File: src/rtl/demux_1x8_reg.sv
// Registered 1-to-8 demultiplexer with sticky per-channel "updated" flags.
// A write to a channel still holding unacknowledged data is back-pressured.
module demux_1x8_reg #(
   parameter int WIDTH = 16
) (
   input  logic               clk_i,
   input  logic               reset_i,
   input  logic [WIDTH-1:0]   din_i,
   input  logic [2:0]         sel_i,
   input  logic               en_i,
   input  logic               in_valid_i,
   output logic               in_ready_o,
   input  logic [7:0]         ack_i,
   output logic [7:0]         dec_o,
   output logic [8*WIDTH-1:0] q_o,
   output logic [7:0]         upd_o,
   output logic [3:0]         pend_cnt_o
);

   logic [8*WIDTH-1:0] data_q, data_d;
   logic [7:0]         upd_q, upd_d;
   logic [3:0]         pend_cnt_q, pend_cnt_d;
   logic               accept;

   // Acks clear flags first so a same-channel write re-sets its flag (write wins).
   always_comb begin
      dec_o      = en_i ? (8'b1 << sel_i) : 8'h00;
      in_ready_o = en_i & (~upd_q[sel_i] | ack_i[sel_i]);
      accept     = in_valid_i & in_ready_o;
      data_d     = data_q;
      upd_d      = upd_q & ~ack_i;
      if (accept) begin
         data_d[sel_i*WIDTH +: WIDTH] = din_i;
         upd_d[sel_i]                 = 1'b1;
      end
      pend_cnt_d = 4'd0;
      for (int i = 0; i < 8; i++) begin
         pend_cnt_d = pend_cnt_d + {3'b000, upd_d[i]};
      end
   end

   always_ff @(posedge clk_i) begin
      if (reset_i) begin
         data_q     <= '0;
         upd_q      <= 8'h00;
         pend_cnt_q <= 4'd0;
      end else begin
         data_q     <= data_d;
         upd_q      <= upd_d;
         pend_cnt_q <= pend_cnt_d;
      end
   end

   assign q_o        = data_q;
   assign upd_o      = upd_q;
   assign pend_cnt_o = pend_cnt_q;

endmodule

File: config.mk
export PLATFORM = sky130hd
export DESIGN_NAME = demux_1x8_reg
export DESIGN_NICKNAME = d
export VERILOG_FILES = /design/src/rtl/demux_1x8_reg.sv
export SDC_FILE = /design/constraint.sdc
export NUM_CORES = 1
export LEC_CHECK = 0
export CAP_MARGIN = 20
export CORE_ASPECT_RATIO = 0.7
export CORE_MARGIN = 2
export CORE_UTILIZATION = 48
export CTS_CLUSTER_SIZE = 12
export DETAILED_ROUTE_END_ITERATION = 12
export PLACE_DENSITY = 0.81
export SKIP_LAST_GASP = 1
export SYNTH_ARGS = -nofsm -noshare
export SYNTH_HDL_FRONTEND = slang
export SYNTH_SLANG_ARGS = --single-unit
File: constraint.sdc
create_clock -name clk_i -period 10.9 [get_ports clk_i]
set_clock_uncertainty 0.15 [all_clocks]
set_input_delay 2.18 -clock clk_i [delete_from_list [all_inputs] [get_ports clk_i]]
set_output_delay 2.18 -clock clk_i [all_outputs]
set_load 0.02 [all_outputs]
==> flow_summary.toml <==
[hold_path]
min_to = "q_o[86]"
min_path_cells = 2
min_path_type = "reg -> reg"
min_from = "q_o[86]"

[placement]
gp_congestion = 0.8653
dp_hpwl_um = 12280
place_ws_ps = 3261
io_buffers = 179

[global_routing]
first_global_vias = 4907
antenna_found_initial = 0
grt_pass1_wl_um = 27130
grt_max_degree = 83
grt-ovfl-total = 0
grtUsageTotal_pct = 26.20

[clock_tree]
htreeDepth = 4
clockRootBuffer = "clkbuf_16"
cts_tree = "built"
numCtsBuffers = 17
hold_buffers = 0
clock-sinks = 140
cts_setup_buffers = 0
clkLatencyLatePin_ps = 410
post_cts_resize_count = 0
clockBufferDepth = 2
path_clk_slew_ps = 60

[worst_setup_path]
cpMostUsedCell = "clkdlybuf4s50_1"
ff2ff_path_depth = 15
r2r_end = "pend_cnt_o[2]"
cp.arrival_ps = 5310
r2r_setup_slack_ps = 6500
critPathSlowestCell = "clkdlybuf4s50_1"
critPathCaptureType = "primary output"
startpoint_type = "input pin"
cp.required_ps = 8570
crit_type = "in -> out"
crit_path_max_incr_delay_ps = 1100
worstPathCellList = "clkdlybuf4s50_1, mux4_2, mux2_4, nand2_2, and2_1, clkdlybuf4s50_1"
path_max_fanout = 26
r2r_start = "upd_o[7]"

[drt]
ant_nets = 0
wl_per_cell_um = 18.06
first_pass_iters = 5
drt_iter0_drc = 295
vias_per_cell = 5.341
route.final.wire_length_um = 17300
vias = 5117
drc_errors = 0

[sta]
finalSetupViolations = 0
slew_viol_final = 0
finalHoldViolCount = 0
tightest_slew_ps = 977.5
fin_setup_tns_ps = 0
rsz0062_at_grt = "no"
timing.final.crit_share_pct = 70.11
maxSlewHeadroom_pct = 34.59
finalCriticalPeriod_ps = 7642
fmax_mhz = 130.9
whs_ps = 321.8
worst_slack_ps = 3258

[layout]
n_fill_cell = 981
drive_above_1_share_pct = 7.161
syn_to_final_growth_pct = 39.64
final_cell_mix = "178 x clkdlybuf4s50_1, 140 x dfxtp_1, 84 x mux2i_1, 67 x nor2_1, 64 x nand2_1"
diodes = 0
multi_input_area_sq_mm = 0.002945
nNetsFinal = 827
regArea_sq_mm = 0.002803
final_common_cell = "clkdlybuf4s50_1"

[yosys]
synth_area_sq_mm = 0.006010
synth_nets = 665
async_flop_share_pct = 0
yosys_warnings = 0
synth-edff-count = 0
yosysTopAreaCellShare_pct = 46.64
synth.avg_cell_area_sq_um = 9.677
yosysSeqAreaShare_pct = 46.64
syn_inst = 621
ys_types = 46
synth_area_leaders = "dfxtp_1 47%, mux2i_1 14%, nand3b_1 4.9%"
yosys.area.top_type = "dfxtp_1"
synth_seq_cells = 140
synthFlopType = "dfxtp_1"

[pwr]
fin_total_pwr_mw = 1.148
vdd.ir_drop.worst_v = 0.0001067
p_leak_nw = 3.251
powerDensity_mw_per_mm2 = 136.8

[run_status]
outcome = "completed"

[job]
maxCapViolations = 0

[die]
die_w_um = 137.7
placementRows = 34
io_pins = 180
core_area_sq_mm = 0.01234
die_h_um = 97.62
dieArea_sq_mm = 0.01345
start_util_pct = 48.71
-- cell usage after synthesis (2+ instances only) --
cell      instances
nand4_1           4
and3_1            3
nor3b_1           2
mux2i_4           2
nand3b_1         39
nand2_1          64
nor2b_1           8
mux2i_1          84
buf_2             5
o21ai_4           2
ha_1              9
nand2b_1         34
o22ai_1           2
nor2_1           67
o21ai_1          10
a21oi_1          10
buf_4             2
dfxtp_1         140
nand3_1           2
nor3_1            5
and2_1           21
o31ai_1           2
clkbuf_1         26
a31oi_1           2
o21ai_0          29
a21oi_4           2
or3_1             2
inv_1            13
fa_1              4
mux4_2            4
mux2_4            2
buf_6             6
-- per-stage QoR --
stage	util, %	instances	instance area (sq um)
3_5_place_dp	63.29	923	7807
2_1_floorplan	-	621	6010
6_report	68.02	958	8392
5_1_grt	68.02	958	8392
3_3_place_gp	63.29	923	7807
4_1_cts	67.75	955	8358
-- cells by family after synthesis --
group	after synthesis	share of synthesized area (%)
XOR/XNOR	1	0.1458
multiplexers	92	16.74
AO/OA/AOI/OAI	62	6.371
adder cells (fa/ha/maj)	13	3.206
AND/OR/NAND/NOR	258	22.47
flip-flops	140	46.64
buffers and inverters	55	4.434
-- worst max-delay path, delay by kind of cell --
family / cells / cell delay, ps
mux: 2 / 1000
simple gates: 2 / 430
buf+inv: 2 / 1690
-- sequential cells by signal, summed over array words and instances, names as in the netlist --
name and count:
q_o 128, upd_o 8, pend_cnt_o 4
-- layout make-up --
type                    count  share of cell area [%]
multi-input cells         426                   35.10
flip-flops and latches    140                   33.40
repair buffers            184                   21.90
clock buffers              17                   5.069
well taps                 162                   2.415
clock inverters            15                   1.491
inverters                  14                  0.6262
-- power breakdown --
| part | internal, mW | total (mW) | switching, mW |
|---|---|---|---|
| registers | 0.515 | 0.517 | 0.00221 |
| logic | 0.0375 | 0.0916 | 0.0541 |
| clock network | 0.299 | 0.539 | 0.241 |
-- worst max path at each step --
stage	start	end	slack (ps)	cells past startpoint
detailed placement	sel_i[0]	in_ready_o	3260	6
global route	sel_i[0]	in_ready_o	3060	6
global placement	sel_i[0]	in_ready_o	3350	6
finish	sel_i[0]	in_ready_o	3260	6
floorplan	sel_i[0]	pend_cnt_o[2]	4780	17
CTS	sel_i[0]	in_ready_o	3250	6
-- routing by layer --
metal | track usage (%) | wire [um]
met1 | 37.76 | 8229
met2 | 37.43 | 7329
met3 | 8.868 | 1543
met4 | 6.907 | 194
met5 | 0 | 0
(Power assumes the default switching activity.)
==> RTL change 1, RTL diff (same settings) <==
Take the reset off `data_q` and load it in a clocked block of its own.
--- a/src/rtl/demux_1x8_reg.sv
+++ b/src/rtl/demux_1x8_reg.sv
@@ -42,12 +42,14 @@
    always_ff @(posedge clk_i) begin
       if (reset_i) begin
-         data_q     <= '0;
          upd_q      <= 8'h00;
          pend_cnt_q <= 4'd0;
       end else begin
-         data_q     <= data_d;
          upd_q      <= upd_d;
          pend_cnt_q <= pend_cnt_d;
       end
+   end
+
+   always_ff @(posedge clk_i) begin
+      data_q <= data_d;
    end
 
Check against the original RTL: not equivalent (Yosys sat finds a counterexample within 4 cycles, from zero or initial values and one cycle with reset_i high).
==> RTL change 1 against the unedited design <==
Power up 7.1%; worst setup slack better by 0.15 ns; wire length down 18%; sequential cell count unchanged; critical path depth up 1; final area down 2.0%; area after synthesis down 5.6%; cell count down 20%; critical path type unchanged.
==> RTL change 1: results (changes against the unedited design) <==
FILL cells 782 (was 981); largest net degree at the start of global routing 33 (was 83); vias per std cell 5.04 (was 5.34); critical path's top delay family buffers and inverters (unchanged); CP Data Arrival Time 5.17 ns (was 5.31 ns); initial DRC count 385 (was 295); Hold Vio Cnt, Final 0 (unchanged); Ys Warns 0 (unchanged); final net count 642 (was 827); worst skew pair latency 0.41 ns (about the same); Netlist cell types 40 (was 46); root buffer cell clkbuf_16 (unchanged); worst vdd ir 0.119 mV (was 0.107 mV); status finished, final reports clean (unchanged); first-pass GRT wire length 22200 µm (was 27100 µm); port bufs 179 (unchanged); clk buf depth 2 (unchanged); DRC 0 (unchanged); syn_nets 452 (was 665); share of cells above drive strength 1 0.0917 (was 0.0716); asr flop ratio synth 0 (unchanged); CP max stage cell clkdlybuf4s50_1 (unchanged); initial antenna violation count 0 (unchanged); GRT Total Usage 0.235 (was 0.262); critical path fanouts, max 18 (was 26); ANT cells 0 (unchanged); CTS buffer count 17 (unchanged); Routed WL per cell 18.6 µm (was 18.1 µm); H-tree depth 4 (unchanged); vias in the first global route 3896 (was 4907); Lkg Pwr 2.79 nW (was 3.25 nW); main area contributors after synthesis edfxtp_1 (68%), and2_1 (7.7%), nor2_1 (5.0%) (was dfxtp_1 (47%), mux2i_1 (14%), nand3b_1 (4.9%)); worst-margin pin slew 1.04 ns (was 0.978 ns); ys flop type edfxtp_1 (was dfxtp_1); clk slew on worst S/H paths 0.06 ns (about the same); total iterations of the first detailed-routing run 5 (unchanged); post-detail-place hpwl 10200 µm (was 12300 µm); Hold Path Class flop to flop (unchanged); number of synthesized flops with an enable pin 128 (was 0); Post-synth top cells edfxtp_1 (128), nor2_1 (75), and2_1 (70) (was dfxtp_1 (140), mux2i_1 (84), nor2_1 (67)); Slowest Stage Delay on Critical Path 0.81 ns (was 1.10 ns); cts repair resizes 0 (unchanged); setup repair bufs after CTS 0 (unchanged); Seq/Total Area, Yosys 0.720 (was 0.466); flip-flop count of the largest register after layout 128 (unchanged); GPL Wtd Cong 0.903 (was 0.865)
[RTL change 1: cell count changes after synthesis, moves of 22 or more]
cell      delta
and2_1      +49
edfxtp_1   +128
dfxtp_1    -128
nand2b_1    -33
mux2i_1     -83
nand3b_1    -39
clkbuf_1    -22
o21ai_0     -27
nand2_1     -44
[RTL change 1: worst register-to-register path, stage by stage (launching register included)]
cell and delay [ns]:
dfxtp_1 0.33, nor2b_1 0.20, a21oi_1 0.12, fa_1 0.56
inv_1 0.05, fa_1 0.49, inv_1 0.06, fa_1 0.45
inv_1 0.08, ha_1 0.16, inv_1 0.05, fa_1 0.37
xor2_1 0.17, nor2_1 0.06
[RTL change 1: per-stage QoR]
step                      utilization  instances  setup WS [ns]  hold WS, ns  area (µm²)
after global placement          0.659        735           3.31        0.436        7650
after CTS                       0.707        767           3.18        0.432        8210
after detailed placement        0.659        735           3.22        0.415        7650
after floorplan                     -        408           5.20        0.500        5670
final                           0.709        768           3.40        0.428        8220
after global routing            0.709        768           3.24        0.469        8220
[RTL change 1: path summary, 6_finish.rpt]
check | start | endpoint | slack (ns) | cells after the start
min reg2reg | upd_o[3] | upd_o[3] | 0.43 | 2
min | upd_o[3] | upd_o[3] | 0.43 | 2
max | sel_i[0] | in_ready_o | 3.40 | 7
max reg2reg | upd_o[0] | pend_cnt_o[2] | 7.47 | 13
[RTL change 1: power by group]
part	switching (mW)	leakage [nW]	internal (mW)
clock	0.237	0.261	0.300
sequential	0.00305	1.06	0.592
combinational	0.0581	1.46	0.0386
[RTL change 1: kinds of logic after synthesis]
family                   after synthesis  synth area share
AO/OA/AOI/OAI                         14            0.0163
XOR/XNOR                               1           0.00154
adder cells (fa/ha/maj)               13            0.0340
buffers and inverters                 33            0.0307
flip-flops                           140             0.720
multiplexers                           1           0.00176
AND/OR/NAND/NOR                      206             0.196
[RTL change 1: layer usage]
layer / global-route usage / part of all wire / vias up
li1: - / - / 1793
met1: 0.318 / 0.43 / 1883
met2: 0.382 / 0.48 / 184
met3: 0.0569 / 0.075 / 14
met4: 0.0709 / 0.014 / 0
met5: 0 / 0 / -
[RTL change 1: area by class of cell]
cell class / instances / area [µm²] / area share
repair buffers: 188 / 1870 / 0.227
flip-flops and latches: 140 / 4080 / 0.497
multi-input cells: 235 / 1460 / 0.177
clock inverters: 14 / 128 / 0.0155
clock buffers: 18 / 429 / 0.0522
well taps: 157 / 196 / 0.0239
inverters: 16 / 60.1 / 0.00730
==> RTL change 2, RTL diff (same flow settings) <==
Made on the original files. Change the parameter `WIDTH` from 16 to 20.
--- a/src/rtl/demux_1x8_reg.sv
+++ b/src/rtl/demux_1x8_reg.sv
@@ -2,5 +2,5 @@
 // A write to a channel still holding unacknowledged data is back-pressured.
 module demux_1x8_reg #(
-   parameter int WIDTH = 16
+   parameter int WIDTH = 20
 ) (
    input  logic               clk_i,
Interface: changed (resized din_i and q_o); port bits go from 180 to 216. The function was not compared with the original's and may differ.
==> RTL change 2 against the unedited design <==
Final area rose by 45%; area after synthesis is 55% higher; critical path type is now primary input to flop; largest power group is now sequential cells; sequential power rose by 25%; hold slack got worse by 0.011 ns; worst setup slack improved by 0.31 ns; wire length rose by 88%; power up 40%; maximum frequency grew 4.2%; sequential cell count is 32 higher; combinational power rose to 3.7 times the old value; global-route usage up 5.6 points; first-iteration DRC count grew to 3.8 times the old value.
==> RTL change 2: results (changes against the unedited design) <==
Clock group 620 µW (was 539 µW); FILL cells 1587 (was 981); total iterations of the first detailed-routing run 6 (was 5); WL met1 14200 µm (was 8230 µm); P_int 1.10 mW (was 851 µW); met2 wire length 13100 µm (was 7330 µm); main area contributors after synthesis dfxtp_1 (37%), mux2i_1 (14%), nand2b_1 (4.6%) (was dfxtp_1 (47%), mux2i_1 (14%), nand3b_1 (4.9%)); flip-flop count of the largest register after layout 160 (was 128); port bufs 215 (was 179); worst-margin pin slew 1.06 ns (was 0.978 ns); status finished, final reports clean (unchanged); first-pass GRT wire length 50200 µm (was 27100 µm); Global Route met1 Usage 0.450 (was 0.378); Seq cells 172 (was 140); CLK BUF 20 (was 17); met3 Usage GRT 0.117 (was 0.0887); Syn Area/Cell 8.88 µm² (was 9.68 µm²); Synth Area in Compound Gates 0.131 (was 0.0637); Routed met3 length 4340 µm (was 1540 µm); Netlist cell types 65 (was 46); DRT Wirelength 32500 µm (was 17300 µm); mux cell area share after synthesis 0.182 (was 0.167); met2 usage 0.441 (was 0.374); largest net degree at the start of global routing 101 (was 83); final net count 1270 (was 827); post-detail-place hpwl 23800 µm (was 12300 µm); pre-CTS setup slack 3.34 ns (was 3.26 ns); routed via count 9044 (was 5117)
==> RTL change 2: changes by cell type after synthesis, sizes merged, moves of 22 or more <==
cell,change
nor3,+49
mux2i,+48
nor2,+46
nand2b,+34
dfxtp,+32
nand3,+31
nand3b,-31
mux2,+28
o22ai,+25
nor2b,+22
==> RTL change 2: critical path, delay by kind of cell <==
kind	cells	cell delay, ns
compound gates	2	0.81
fa+ha+maj	4	1.20
buf+inv	2	0.91
mux	1	0.76
simple gates	5	1.65
==> RTL change 2: path summary, 6_finish.rpt <==
path | startpoint | slack (ns) | cells after the start | end
setup / recovery | sel_i[2] | 3.57 | 14 | q_o[137]
hold / removal | q_o[24] | 0.31 | 2 | q_o[24]
setup reg to reg | upd_o[6] | 6.51 | 15 | pend_cnt_o[2]
hold reg to reg | q_o[24] | 0.31 | 2 | q_o[24]
